## src/rtl/serial_subtractor_pkg.sv

```systemverilog
// Shared types and constants for the bit-serial subtractor.
package serial_subtractor_pkg;

  // Operand/result width used when the instantiating level does not override it.
  localparam int unsigned DefaultWidth = 8;

  // Controller states; encoding is fixed so state dumps stay readable across revisions.
  typedef enum logic [1:0] {
    StIdle = 2'd0,
    StRun  = 2'd1,
    StDone = 2'd2
  } state_e;

endpackage

```

## src/rtl/serial_subtractor_if.sv

```systemverilog
// Start/operand/result bundle between a requester and the serial subtractor.
interface serial_subtractor_if
  import serial_subtractor_pkg::*;
#(
  parameter int unsigned Width = DefaultWidth
);

  logic             start;
  logic [Width-1:0] a;
  logic [Width-1:0] b;
  logic             busy;
  logic             done;
  logic [Width-1:0] diff;
  logic             bout;
  logic             ovf;

  // Requester side: issues operands, observes status and results.
  modport master (
    output start, a, b,
    input  busy, done, diff, bout, ovf
  );

  // Subtractor side.
  modport slave (
    input  start, a, b,
    output busy, done, diff, bout, ovf
  );

endinterface

```

## src/rtl/full_subtractor.sv

```systemverilog
// One-bit full subtractor: d = a - b - bin, with borrow out.
module full_subtractor (
  input  logic a_i,
  input  logic b_i,
  input  logic bin_i,
  output logic d_o,
  output logic bout_o
);

  logic a_xor_b;

  assign a_xor_b = a_i ^ b_i;
  assign d_o     = a_xor_b ^ bin_i;
  // Borrow when a=0,b=1, or when a==b and a borrow is already pending.
  assign bout_o  = (~a_i & b_i) | (~a_xor_b & bin_i);

endmodule

```

## src/rtl/serial_subtractor.sv

```systemverilog
// Bit-serial subtractor: diff = a - b, LSB first, one full-subtractor cell, Width+1 cycle latency.
module serial_subtractor
  import serial_subtractor_pkg::*;
#(
  parameter int unsigned Width = DefaultWidth
) (
  input logic                clk,
  input logic                rst,
  serial_subtractor_if.slave bus
);

  localparam int unsigned     CntW    = $clog2(Width);
  localparam logic [CntW-1:0] LastCnt = CntW'(Width - 1);

  state_e           state_q, state_d;
  logic [Width-1:0] a_sr_q, a_sr_d;
  logic [Width-1:0] b_sr_q, b_sr_d;
  logic [Width-1:0] d_sr_q, d_sr_d;
  logic [Width-1:0] diff_q, diff_d;
  logic [CntW-1:0]  cnt_q, cnt_d;
  logic             borrow_q, borrow_d;
  logic             busy_q, busy_d;
  logic             done_q, done_d;
  logic             bout_q, bout_d;
  logic             ovf_q, ovf_d;

  logic             cell_d;
  logic             cell_bout;

  full_subtractor u_cell (
    .a_i    (a_sr_q[0]),
    .b_i    (b_sr_q[0]),
    .bin_i  (borrow_q),
    .d_o    (cell_d),
    .bout_o (cell_bout)
  );

  // Next-state for controller, datapath shift registers and result registers.
  always_comb begin
    state_d  = state_q;
    a_sr_d   = a_sr_q;
    b_sr_d   = b_sr_q;
    d_sr_d   = d_sr_q;
    diff_d   = diff_q;
    cnt_d    = cnt_q;
    borrow_d = borrow_q;
    busy_d   = busy_q;
    done_d   = 1'b0;
    bout_d   = bout_q;
    ovf_d    = ovf_q;

    unique case (state_q)
      StIdle: begin
        if (bus.start) begin
          a_sr_d   = bus.a;
          b_sr_d   = bus.b;
          d_sr_d   = '0;
          borrow_d = 1'b0;
          cnt_d    = '0;
          busy_d   = 1'b1;
          state_d  = StRun;
        end
      end
      StRun: begin
        a_sr_d   = {1'b0, a_sr_q[Width-1:1]};
        b_sr_d   = {1'b0, b_sr_q[Width-1:1]};
        d_sr_d   = {cell_d, d_sr_q[Width-1:1]};
        borrow_d = cell_bout;
        if (cnt_q == LastCnt) begin
          // MSB step: publish results so they appear together with done.
          diff_d  = {cell_d, d_sr_q[Width-1:1]};
          bout_d  = cell_bout;
          ovf_d   = borrow_q ^ cell_bout;
          done_d  = 1'b1;
          state_d = StDone;
        end else begin
          cnt_d = cnt_q + CntW'(1);
        end
      end
      StDone: begin
        // Start is deliberately not sampled here; it is only honoured in idle.
        busy_d  = 1'b0;
        state_d = StIdle;
      end
      default: begin
        state_d = StIdle;
        busy_d  = 1'b0;
      end
    endcase
  end

  // All state, including registered outputs, with asynchronous clear.
  always_ff @(posedge clk or posedge rst) begin
    if (rst) begin
      state_q  <= StIdle;
      a_sr_q   <= '0;
      b_sr_q   <= '0;
      d_sr_q   <= '0;
      diff_q   <= '0;
      cnt_q    <= '0;
      borrow_q <= 1'b0;
      busy_q   <= 1'b0;
      done_q   <= 1'b0;
      bout_q   <= 1'b0;
      ovf_q    <= 1'b0;
    end else begin
      state_q  <= state_d;
      a_sr_q   <= a_sr_d;
      b_sr_q   <= b_sr_d;
      d_sr_q   <= d_sr_d;
      diff_q   <= diff_d;
      cnt_q    <= cnt_d;
      borrow_q <= borrow_d;
      busy_q   <= busy_d;
      done_q   <= done_d;
      bout_q   <= bout_d;
      ovf_q    <= ovf_d;
    end
  end

  assign bus.busy = busy_q;
  assign bus.done = done_q;
  assign bus.diff = diff_q;
  assign bus.bout = bout_q;
  assign bus.ovf  = ovf_q;

endmodule

```

## src/flat_wrapper.sv

```systemverilog
// flat-port wrapper written by rule: the top's interface ports become plain ports
module serial_subtractor_flat import serial_subtractor_pkg::*;
#(
  parameter int unsigned Width = DefaultWidth
)
  (clk, rst, bus_start, bus_a, bus_b, bus_busy, bus_done, bus_diff, bus_bout, bus_ovf);
  serial_subtractor_if #(.Width(Width)) bus_i ();
  input logic clk;
  input logic rst;
  input wire logic [$bits(bus_i.start)-1:0] bus_start;
  input wire logic [$bits(bus_i.a)-1:0] bus_a;
  input wire logic [$bits(bus_i.b)-1:0] bus_b;
  output wire logic [$bits(bus_i.busy)-1:0] bus_busy;
  output wire logic [$bits(bus_i.done)-1:0] bus_done;
  output wire logic [$bits(bus_i.diff)-1:0] bus_diff;
  output wire logic [$bits(bus_i.bout)-1:0] bus_bout;
  output wire logic [$bits(bus_i.ovf)-1:0] bus_ovf;
  assign bus_i.start = bus_start;
  assign bus_i.a = bus_a;
  assign bus_i.b = bus_b;
  assign bus_busy = bus_i.busy;
  assign bus_done = bus_i.done;
  assign bus_diff = bus_i.diff;
  assign bus_bout = bus_i.bout;
  assign bus_ovf = bus_i.ovf;
  serial_subtractor #(.Width(Width)) u_core (.clk(clk), .rst(rst), .bus(bus_i));
endmodule
```

## config.mk

```make
export PLATFORM = sky130hd
export DESIGN_NAME = serial_subtractor_flat
export DESIGN_NICKNAME = d
export VERILOG_FILES = /design/src/rtl/serial_subtractor_pkg.sv /design/src/rtl/serial_subtractor_if.sv /design/src/rtl/full_subtractor.sv /design/src/rtl/serial_subtractor.sv /design/src/flat_wrapper.sv
export SDC_FILE = /design/constraint.sdc
export NUM_CORES = 1
export LEC_CHECK = 0
export BUFFER_PORTS_ARGS = -buffer_cell sky130_fd_sc_hd__buf_2
export CAP_MARGIN = 20
export CORE_MARGIN = 3
export CORE_UTILIZATION = 40
export CTS_BUF_LIST = sky130_fd_sc_hd__clkbuf_4 sky130_fd_sc_hd__clkbuf_8 sky130_fd_sc_hd__clkbuf_16
export DETAILED_ROUTE_END_ITERATION = 12
export GPL_TIMING_DRIVEN = 0
export PLACE_DENSITY = 0.74
export SYNTH_ARGS = -nofsm -noshare
export SYNTH_HDL_FRONTEND = slang
export SYNTH_HIERARCHICAL = 1
export SYNTH_SLANG_ARGS = --single-unit
```

## constraint.sdc

```tcl
create_clock -name clk -period 1.56 [get_ports clk]
set_clock_uncertainty 0.1 [all_clocks]
set_input_delay 0.156 -clock clk [delete_from_list [all_inputs] [get_ports clk]]
set_output_delay 0.156 -clock clk [all_outputs]
set_load 0.01 [all_outputs]
```

==> run summary, run 1 <==
Of the total power, registers draw 42.6%. The number of distinct standard cells referenced by the synthesized netlist was 25. Leaving out fill and tap cells, the most frequent cell in the layout is nor3_1. Traced cell by cell, the critical path runs through ha_4 -> ha_4 -> nand3b_4 -> buf_8 -> mux2_4. Dividing the detail-routed wire length by the instance count gives 14.4 um. The leakage power summed over all cells was 1.09 nW; the DRC violation total after the first TritonRoute iteration was 72.

VDD sags by at most 0.000707 V. The worst-path maximum fanout works out to 8. The first TritonRoute pass finished after 4 iterations. Leaving out fill and tap cells, the most frequent cells in the layout are nor3_1 (42), dfrtp_1 (41), buf_2 (31). At the end of the flow, the number of nets in the layout was 233. Net switching is 35.4% of the power. The die boundary width works out to 74.7 um. The worst setup path is launched from a flip-flop.

For this block, the routed nets add up to 3790 um of wire. The most critical setup path has its startpoint at u_core/cnt_q[0]. The type of the most critical hold path was input port to flip-flop. Once placement finished, the instance area stood at 0.00210 mm2. The tools report the number of primary I/O pins as 31. Clock tree synthesis selected as its root buffer the cell clkbuf_8. The number of diodes was 0; the first-pass GRT wire length was 6090 um.

The count of yosys warnings during synthesis was 6; the arrival time at the worst endpoint was 1.63 ns. The period utilization came out at 99.2%. The area growth from synthesis to layout came out at 21.9%. Critical hold path startpoint: bus_a[7].

The number of vias after detailed routing is 1,410. The core footprint was 0.00444 mm2. Cell repeated most along the worst path: ha_4. After synthesis the cells add up to 0.00189 mm2. Clock-pin slew reported for the worst setup and hold paths after clock tree synthesis: 0.08 ns. For this configuration, the core starts out at a cell density of 42.5%. The critical path's largest stage delay is 0.43 ns. For this run, the register share of the synthesized area comes to 54.3%.

With fillers left out, the area of the finished cells amounts to 0.00230 mm2. The final count of hold timing violations was 0. The die covers 0.00558 mm2. By area the synthesized netlist is led by dfrtp_1 (54%), nor3_1 (11%), a22o_1 (6.0%), mux2_4 (4.8%), o22ai_1 (4.6%).

The run gives 0 as the number of max-capacitance violations reported. Routability-driven placement finished with a final weighted congestion of 0.811. Of the total power, combinational logic draws 41.3%. At the pin with the least slew margin, the transition time is 0.832 ns. The remaining global-route overflow was 0; the net switching component of the power was 1.58 mW. The tools report the maximum number of pins on one net before global-route repair as 42. The combined buffer and inverter count along the critical path was 1.

In this run the number of H-tree levels came out at 2. The average instance in the mapped netlist occupies 11.4 um2. The cell class contributing the biggest share of worst-path delay was flip-flops.

The net count after synthesis was 189. Of all cell types, the one taking the most synthesized area is dfrtp_1. The power per cell area was 1940 mW/mm2.

TritonCTS built the clock tree. Summed over all nets, the half-perimeter wirelength after detailed placement is 2550 um. The logs give 14.5% for the all-layer global routing usage and 166 for the synthesized netlist cell count.

The internal power contribution is 2.89 mW, and the y dimension of the die is 74.7 um. The clock network accounts for 16.1% of the total power. The post-synthesis sequential element count was 41.

Setup violations remaining at the end of the flow were counted as 0. The slowest cell on the critical path is dfrtp_1. The TritonCTS buffer count is 5, and the clock period minus final worst setup slack is 1.55 ns. Row generation in the floorplan step produced 24 rows.

For the worst-skew pair, the clock arrives at the later sink with an insertion delay of 0.29 ns. Final max-slew violation count: 0. The tools report the number of antenna violations at the first check in global routing as 0. The number of clock sinks came out at 41.

The critical path is of the flip-flop to flip-flop type. The number of remaining DRC errors is 0. Headroom to the max-slew limit: 44.5%. The critical path required time is 1.64 ns, and the count of input and output buffers is 29. Once detail routing completed, the nets flagged for antenna violations numbered 0. The worst setup path is captured at a flip-flop. In this run the critical register-to-register path is launched from u_core/cnt_q[0]. The number of global-route vias before repair was 1,322.

Dividing the detail-routed via count by the number of cells gives 5.36. Counting along the longest clock path gives a buffer depth of 2. Highest achievable clock rate: 646 MHz. The run finished with clean final reports.

Of the post-synthesis cell area, the dominant cell type holds 54.3%. The proportion of layout cells with a drive suffix above 1 was 34.6%; the aggregate negative setup slack was 0 ns.
## logic make-up after synthesis
logic type               share of synthesized area (%)
AO/OA/AOI/OAI                                     12.8
XOR/XNOR                                         0.464
adder cells (fa/ha/maj)                           3.05
buffers and inverters                             6.69
flip-flops                                        54.3
multiplexers                                      7.16
AND/OR/NAND/NOR                                   15.5
## timing repair
| action | in CTS | in global routing |
|---|---|---|
| setup buffers | 3 | 4 |
| endpoints found under the setup margin | 6 | 8 |
| hold buffers | 1 | 0 |
| cloned | 0 | 0 |
| hold endpoints to repair | 41 | 0 |
| pin swaps | 0 | 0 |
| gates resized for setup | 2 | 3 |
## cell usage after synthesis
library cell / n
nor2b_1: 1
mux2_2: 4
o22ai_1: 14
nand2b_1: 2
o21ai_1: 1
nand2_1: 3
nand2b_2: 2
mux2_4: 6
xnor2_1: 1
inv_2: 1
buf_2: 2
a22o_1: 13
ha_1: 3
buf_4: 6
inv_1: 7
nor3_1: 42
dfrtp_1: 41
clkbuf_1: 2
fa_1: 1
o21ai_0: 5
a21oi_1: 2
nand3b_4: 1
nor2_1: 2
buf_6: 3
and2b_1: 1
## path summary, 6_finish.rpt
path | endpoint | slack (ns) | cells after the start
setup / recovery | u_core/bus.bout | 0.01 | 5
setup reg to reg | u_core/bus.bout | 0.01 | 5
min in group asynchronous | u_core/bus.ovf | 0.47 | 3
max in group asynchronous | u_core/a_sr_q[7] | 0.37 | 3
hold reg to reg | u_core/bus.ovf | 0.39 | 2
hold / removal | u_core/a_sr_q[7] | 0.02 | 3
## layout make-up
type / count / area [um2]
Fill cell: 422 / 2140
Buffer: 13 / 100
Clock inverter: 2 / 13.8
Multi-Input combinational cell: 104 / 763
Sequential cell: 41 / 1030
Tap cell: 52 / 65.1
Timing Repair Buffer: 37 / 220
Clock buffer: 6 / 82.6
Inverter: 8 / 30.0
## tightest hold or removal path: stages
cell and delay [ns]:
buf_2 0.10, nand2_1 0.05, o21ai_0 0.06
## flip-flops by register name, summed over array words and instances (netlist names)
register / cells
u_core/bus.busy: 1
u_core/cnt_q: 3
u_core/d_sr_q: 7
u_core/bus.ovf: 1
u_core/b_sr_q: 8
u_core/a_sr_q: 8
u_core/bus.done: 1
u_core/borrow_q: 1
u_core/bus.bout: 1
u_core/bus.diff: 8
u_core/state_q: 2
## power groups by stage
stage / clock network [mW] / registers [mW] / logic, mW
after global routing: 0.790 / 1.97 / 2.06
after floorplan: 0 / 1.89 / 1.24
after CTS: 0.746 / 1.88 / 1.77
after detailed placement: 0 / 1.91 / 1.70
after global placement: 0 / 1.88 / 1.64
final: 0.719 / 1.91 / 1.85
## per-layer routing
layer	vias up	part of all wire, %	GRT usage [%]
met5	-	0	0
met4	0	2.1	6.52
met3	10	4.1	3.74
met2	32	50	23.6
met1	673	44	18.2
li1	695	-	-
## stage by stage
step	power (mW)	std cells	util (%)	hold WS [ns]	setup WS [ns]
after floorplan	3.14	166	-	0.192	0.0296
after global placement	3.53	247	47.3	0.313	-0.175
after detailed placement	3.61	247	47.3	0.275	-0.0690
after CTS	4.40	259	50.3	0.00878	0.00821
after global routing	4.82	263	51.8	0.0184	-0.0236
final	4.47	263	51.8	0.0172	0.0122
Note: power is estimated with default switching activity, not from simulation.
==> run 2: changes to the inputs <==
- PLACE_DENSITY: 0.74 -> unset
==> run summary, run 2 (synthesis results as in run 1) <==
The run finished with clean final reports. The worst hold path belongs to the class input port to flip-flop. The tree is rooted in a clkbuf_8. The combined buffer and inverter count along the critical path is 1 (unchanged), and the number of remaining DRC errors is 0 (unchanged).

Traced cell by cell, the critical path runs through ha_4 -> ha_4 -> nand3b_4 -> buf_8 -> mux2_4. The logs give 31 (unchanged) for the number of primary I/O pins and 0.824 (+1.6%) for the final weighted congestion of routability-driven global placement. Slowest cell on the critical path: dfrtp_1.

The number of diodes was 0 (unchanged); the post-detailed-route wirelength per cell was 15.0 um (+4.5%). The mean number of vias per cell came out at 5.47 (+2.1%). Depth of the CTS H-tree: 2 (unchanged). The transition time at the pin with the least slew margin was 0.847 ns (+0.0151 ns); the number of cells after detailed placement was 247 (unchanged). The highest achievable clock rate is 650 MHz (+0.64%).

The die boundary width is 74.7 um (unchanged). The run gives 1.64 ns (about the same) as the critical path required time. Area growth from synthesis to layout: 22.2%. Fraction of power consumed by combinational cells: 39.4% (-1.9 points). The period utilization works out to 98.6% (-0.64 points). TritonCTS built the clock tree. Among the stages of the critical path, the cell type that occurs most often is ha_4.

The run gives 42.5% (unchanged) as the effective utilization at floorplan. The run gives 1.09 nW (about the same) as the leakage power summed over all cells. The die area is 0.00558 mm2 (unchanged), and the clock period minus final worst setup slack is 1.54 ns (-0.00991 ns). The final max-slew violation count was 0 (unchanged); the worst-path maximum fanout was 8 (unchanged). Setup repair after global routing could not meet its margin everywhere. The tools report the DRC violation total after the first TritonRoute iteration as 86 (+19%). The element type at the critical path start was a flip-flop. The deepest clock path buffer count was 2 (unchanged); the number of placement rows was 24 (unchanged). The run gives 0.29 ns (about the same) as the clock latency on the worst-skew pair.

The total iterations of the first detailed-routing run is 5 (+1). The run gives 0.0988 ns (+0.0816 ns) as the final-layout worst hold slack. The cell count of the worst hold path is 3 (unchanged), and the arrival time at the worst endpoint is 1.62 ns (about the same). The tools report the worst voltage drop across the vdd grid as 0.000806 V (+14%). Final layout net count: 232 (-0.43%). The run gives 19.5% (+3.4 points) as the relative contribution of the clock network to total power.

The sequential fraction of design power is 41.1% (-1.5 points). The number of cells on the worst reg-to-reg path came out at 5 (unchanged). The critical path's largest stage delay works out to 0.42 ns (about the same).

The logs give 262 (-0.38%) for the final non-filler cell total and 1,434 (+1.7%) for the number of vias after detailed routing. The remaining global-route overflow was 0 (unchanged). Number of max-capacitance violations reported: 0 (unchanged).

The run gives 3.03 mW (+4.8%) as the internal power contribution. For the maximum number of pins on one net before global-route repair, the log shows 42 (unchanged). The tools report the first-pass GRT wire length as 6670 um (+9.4%).

In this design, the largest share of critical-path delay is due to flip-flops. The power per cell area came out at 2000 mW/mm2 (+2.7%). The run gives 1.58 mW (-0.29%) as the net switching component of the power. Clock-pin slew reported for the worst setup and hold paths after clock tree synthesis: 0.08 ns (about the same). The path length in cells of the critical path was 5 (unchanged); the y dimension of the die was 74.7 um (unchanged). The switching share of total power was 34.3% (-1.1 points); the core footprint was 0.00444 mm2 (unchanged).

By startpoint and endpoint, the worst setup path is classified as flip-flop to flip-flop. For the estimated wirelength of the detail-placed design, the log shows 2640 um (+3.4%). The tools report the endpoint kind of the worst setup timing path as a flip-flop. For the all-layer global routing usage, the log shows 15.6% (+1.1 points). The library cell used most frequently in the layout, excluding fill and tap cells, is nor3_1. The headroom to the max-slew limit came out at 43.5% (-1.0 points). The logs give 0 (unchanged) for the final count of hold timing violations and 0 (unchanged) for the post-detailed-route count of antenna-violating nets. The proportion of layout cells with a drive suffix above 1 is 32.9% (-1.7 points), and the count of input and output buffers is 29 (unchanged). The post-detailed-routing wire length was 3940 um (+4.1%). Count of endpoints failing setup in the final report: 0 (unchanged). Number of global-route vias before repair: 1,460 (+10%). The run gives 41 (unchanged) as the number of clock sinks. The TritonCTS buffer count came out at 5 (unchanged). In the layout the commonest cells are nor3_1 (42), dfrtp_1 (41), buf_2 (31). The number of antenna violations at the first check in global routing is 0 (unchanged).
run 2: worst reg2reg max path, stage by stage, from the launching register on:
cell and delay (ns):
dfrtp_1 0.42, ha_4 0.19, ha_4 0.16, nand3b_4 0.10
buf_8 0.15, mux2_4 0.30
run 2: power by group through the flow:
stage | registers (mW) | logic [mW] | clock network (mW)
after detailed placement | 1.90 | 1.73 | 0
after CTS | 1.88 | 1.79 | 0.932
after global placement | 1.87 | 1.66 | 0
final | 1.89 | 1.81 | 0.899
after floorplan | 1.89 | 1.24 | 0
after global routing | 1.96 | 2.03 | 0.963
run 2: worst paths after layout:
path | start | end | slack [ns]
max reg2reg | u_core/cnt_q[1] | u_core/bus.diff[1] | 0.02
max in group asynchronous | rst | u_core/a_sr_q[1] | 0.33
max | u_core/cnt_q[1] | u_core/bus.diff[1] | 0.02
min in group asynchronous | rst | u_core/bus.diff[1] | 0.49
min | bus_b[0] | u_core/b_sr_q[0] | 0.1
min reg2reg | u_core/bus.ovf | u_core/bus.ovf | 0.39
run 2: metrics by stage:
step / util, % / power, mW / instance area (um2) / setup WS (ns) / TNS (ns)
finish: 51.9 / 4.61 / 2310 / 0.0221 / 0
floorplan: - / 3.14 / 1890 / 0.0296 / 0
global route: 51.9 / 4.95 / 2310 / -0.0215 / -0.127
global placement: 47.3 / 3.53 / 2100 / -0.179 / -7.52
CTS: 51.3 / 4.61 / 2280 / 0.0113 / 0
detailed placement: 47.3 / 3.63 / 2100 / -0.0698 / -0.395
run 2: timing repair:
| item | CTS | global route |
|---|---|---|
| buffers inserted | 3 | 1 |
| pin swaps | 0 | 1 |
| hold endpoints to repair | 42 | 1 |
| resized for setup | 3 | 1 |
| endpoints found under the setup margin | 6 | 8 |
| hold buffers | 2 | 1 |
run 2: layer usage:
layer | GRT usage [%] | part of all wire, %
met5 | 0 | 0
met4 | 6.32 | 1.7
met3 | 4.27 | 5.1
met2 | 25.0 | 49
met1 | 20.0 | 44
run 2: final cells by class:
type | count | area (um2)
Fill cell | 397 | 2140
Sequential cell | 41 | 1030
Multi-Input combinational cell | 104 | 761
Timing Repair Buffer | 36 | 205
Buffer | 13 | 100
Clock buffer | 7 | 90.1
Tap cell | 52 | 65.1
Clock inverter | 1 | 30.0
Inverter | 8 | 30.0
==> run 3: changes to the inputs <==
- SETUP_SLACK_MARGIN: unset -> 0.1
==> run summary, run 3 (synthesis results as in run 1) <==
The flow ran to the end, and the final reports show no timing, DRC or antenna violations. For the number of max-capacitance violations reported, the log shows 0 (unchanged). The number of global-route vias before repair came out at 1,531 (+4.9%). The post-detailed-route wirelength per cell is 15.1 um (+0.35%), and the count of input and output buffers is 29 (unchanged). The run gives 5 (unchanged) as the TritonCTS buffer count.

The number of cells after detailed placement is 247 (unchanged). The deepest clock path buffer count was 2 (unchanged); the number of vias after detailed routing was 1,435 (+0.070%). First-pass GRT wire length: 6640 um (-0.42%).

The critical path is of the flip-flop to flip-flop type. The min-delay analysis places its worst path in the category input port to flip-flop. The power per cell area works out to 1990 mW/mm2 (-0.35%). The area of combinational cells with multiple inputs is 790 um2 (+3.8%).

The y dimension of the die works out to 74.7 um (unchanged). Setup repair after global routing could not meet its margin everywhere. The filler cell count in the final layout came out at 417 (+5.0%). The run gives 0 (unchanged) as the post-detailed-route count of antenna-violating nets.

The remaining global-route overflow came out at 0 (unchanged). The clock tree root buffer cell was clkbuf_8. The number of diodes is 0 (unchanged). The all-layer global routing usage is 15.4% (-0.13 points), and the arrival time at the worst endpoint is 1.60 ns (-0.02 ns).

The aggregate negative setup slack was 0 ns (unchanged). For the number of primary I/O pins, the log shows 31 (unchanged). The total iterations of the first detailed-routing run is 4 (-1), and the area growth from synthesis to layout is 24.9%. The number of antenna violations at the first check in global routing is 0 (unchanged), and the clock period minus final worst setup slack is 1.53 ns (-0.0116 ns). The post-detailed-routing wire length came out at 3980 um (+1.1%). The final max-slew violation count was 0 (unchanged); the number of clock sinks was 41 (unchanged). For the final layout net count, the log shows 234 (+0.86%).

The headroom to the max-slew limit came out at 43.7% (+0.23 points). STA classifies the critical path startpoint as a flip-flop. On the critical path the largest part of the delay comes from flip-flops. The proportion of layout cells with a drive suffix above 1 came out at 35.4% (+2.5 points). The tools report the number of placement rows as 24 (unchanged).

The tools report the estimated wirelength of the detail-placed design as 2740 um (+4.2%). For the worst voltage drop across the vdd grid, the log shows 0.000735 V (-8.9%). The die area was 0.00558 mm2 (unchanged). The final weighted congestion of routability-driven global placement was 0.804 (-2.4%); the transition time at the pin with the least slew margin was 0.844 ns (-0.00343 ns). The period utilization is 97.8% (-0.75 points), and the combined buffer and inverter count along the critical path is 1 (unchanged). Cell repeated most along the worst path: ha_4. The logs give 55 (-36%) for the DRC violation total after the first TritonRoute iteration and 1.12 nW (+2.6%) for the leakage power summed over all cells. Depth of the CTS H-tree: 2 (unchanged).

The clock-pin slew reported for the worst setup and hold paths after clock tree synthesis came out at 0.08 ns (about the same). The tools report the effective utilization at floorplan as 42.5% (unchanged). The tools report the power consumption as 4.69 mW (+1.9%). The endpoint kind of the worst setup timing path is a flip-flop.

The run gives 1.63 ns (about the same) as the critical path required time. The critical path's largest stage delay is 0.42 ns (about the same). The largest individual stage delay along the critical path comes from the cell dfrtp_1.

The sequential cell area is 0.00103 mm2 (unchanged). The tools report the share of the core filled with cells in the final layout as 53.1% (+1.2 points). The count of endpoints failing setup in the final report came out at 0 (unchanged). The final non-filler cell total is 264 (+0.76%), and the highest achievable clock rate is 655 MHz (+0.76%). The worst-path maximum fanout was 8 (unchanged); the number of remaining DRC errors was 0 (unchanged).

The die boundary width came out at 74.7 um (unchanged). The logs give 0.00444 mm2 (unchanged) for the core footprint and 0 (unchanged) for the final count of hold timing violations. Mean number of vias per cell: 5.44 (-0.69%). TritonCTS built the clock tree.

The maximum number of pins on one net before global-route repair came out at 42 (unchanged). Walking the worst path, the cells encountered are ha_4 -> ha_4 -> nand3b_4 -> buf_8 -> mux2_4. Clock latency on the worst-skew pair: 0.29 ns (about the same). The library cells used most frequently in the layout, excluding fill and tap cells, are nor3_1 (41), dfrtp_1 (41), buf_2 (31).
run 3: cell types whose count changed in the layout (fill, tap and decap cells not counted), moves of 2 or more:
cell,before,now
dlygate4sd3_1,3,1
mux2_4,6,9
buf_4,10,13
mux2_2,4,1
run 3: through the flow:
| step | instance area, um2 | setup slack, ns | hold slack, ns |
|---|---|---|---|
| 5_1_grt | 2360 | 0.0126 | 0.0299 |
| 6_report | 2360 | 0.0338 | 0.0113 |
| 3_3_place_gp | 2110 | -0.164 | 0.303 |
| 4_1_cts | 2300 | 0.0423 | 0.0114 |
| 3_5_place_dp | 2110 | -0.0181 | 0.276 |
| 2_1_floorplan | 1900 | 0.0743 | 0.192 |
run 3: worst reg2reg max path: stages (launching register included):
cell	delay, ns
dfrtp_1	0.42
ha_4	0.19
ha_4	0.16
nand3b_4	0.09
buf_8	0.15
mux2_4	0.30
run 3: cell type report:
class                           count  share of cell area [%]
Buffer                             13                    4.24
Clock buffer                        6                    3.50
Clock inverter                      2                    1.59
Inverter                            8                    1.27
Multi-Input combinational cell    104                    33.5
Sequential cell                    41                    43.5
Tap cell                           52                    2.76
Timing Repair Buffer               38                    9.66
run 3: timing repair:
item                                    in CTS  in global routing
hold endpoints to repair                    41                  0
resized for setup                            2                  7
setup buffers                                5                  3
hold buffers                                 1                  0
endpoints found under the setup margin       9                 14
run 3: final timing paths:
check / startpoint / end / cells past startpoint / slack, ns
worst max-delay path: u_core/cnt_q[1] / u_core/bus.diff[3] / 5 / 0.03
worst min-delay path: bus_b[7] / u_core/b_sr_q[7] / 3 / 0.01
worst max register to register: u_core/cnt_q[1] / u_core/bus.diff[3] / 5 / 0.03
worst min register to register: u_core/bus.ovf / u_core/bus.ovf / 2 / 0.40
max in group asynchronous: rst / u_core/state_q[1] / 3 / 0.35
min in group asynchronous: rst / u_core/bus.ovf / 3 / 0.48
run 3: power breakdown:
part / internal (mW) / switching [mW]
Sequential: 1.54 / 0.366
Clock: 0.520 / 0.357
Combinational: 1.03 / 0.883
Total: 3.09 / 1.61
run 3: per-layer routing:
layer  routed length [um]  part of all wire (%)  GRT usage, %  up-vias
met5                    0                     0             0        -
met3                  185                   4.6          3.07        7
met4                   67                   1.7          7.31        0
met1                 1730                    43          18.9      696
met2                 2000                    50          26.1       41
li1                     -                     -             -      691
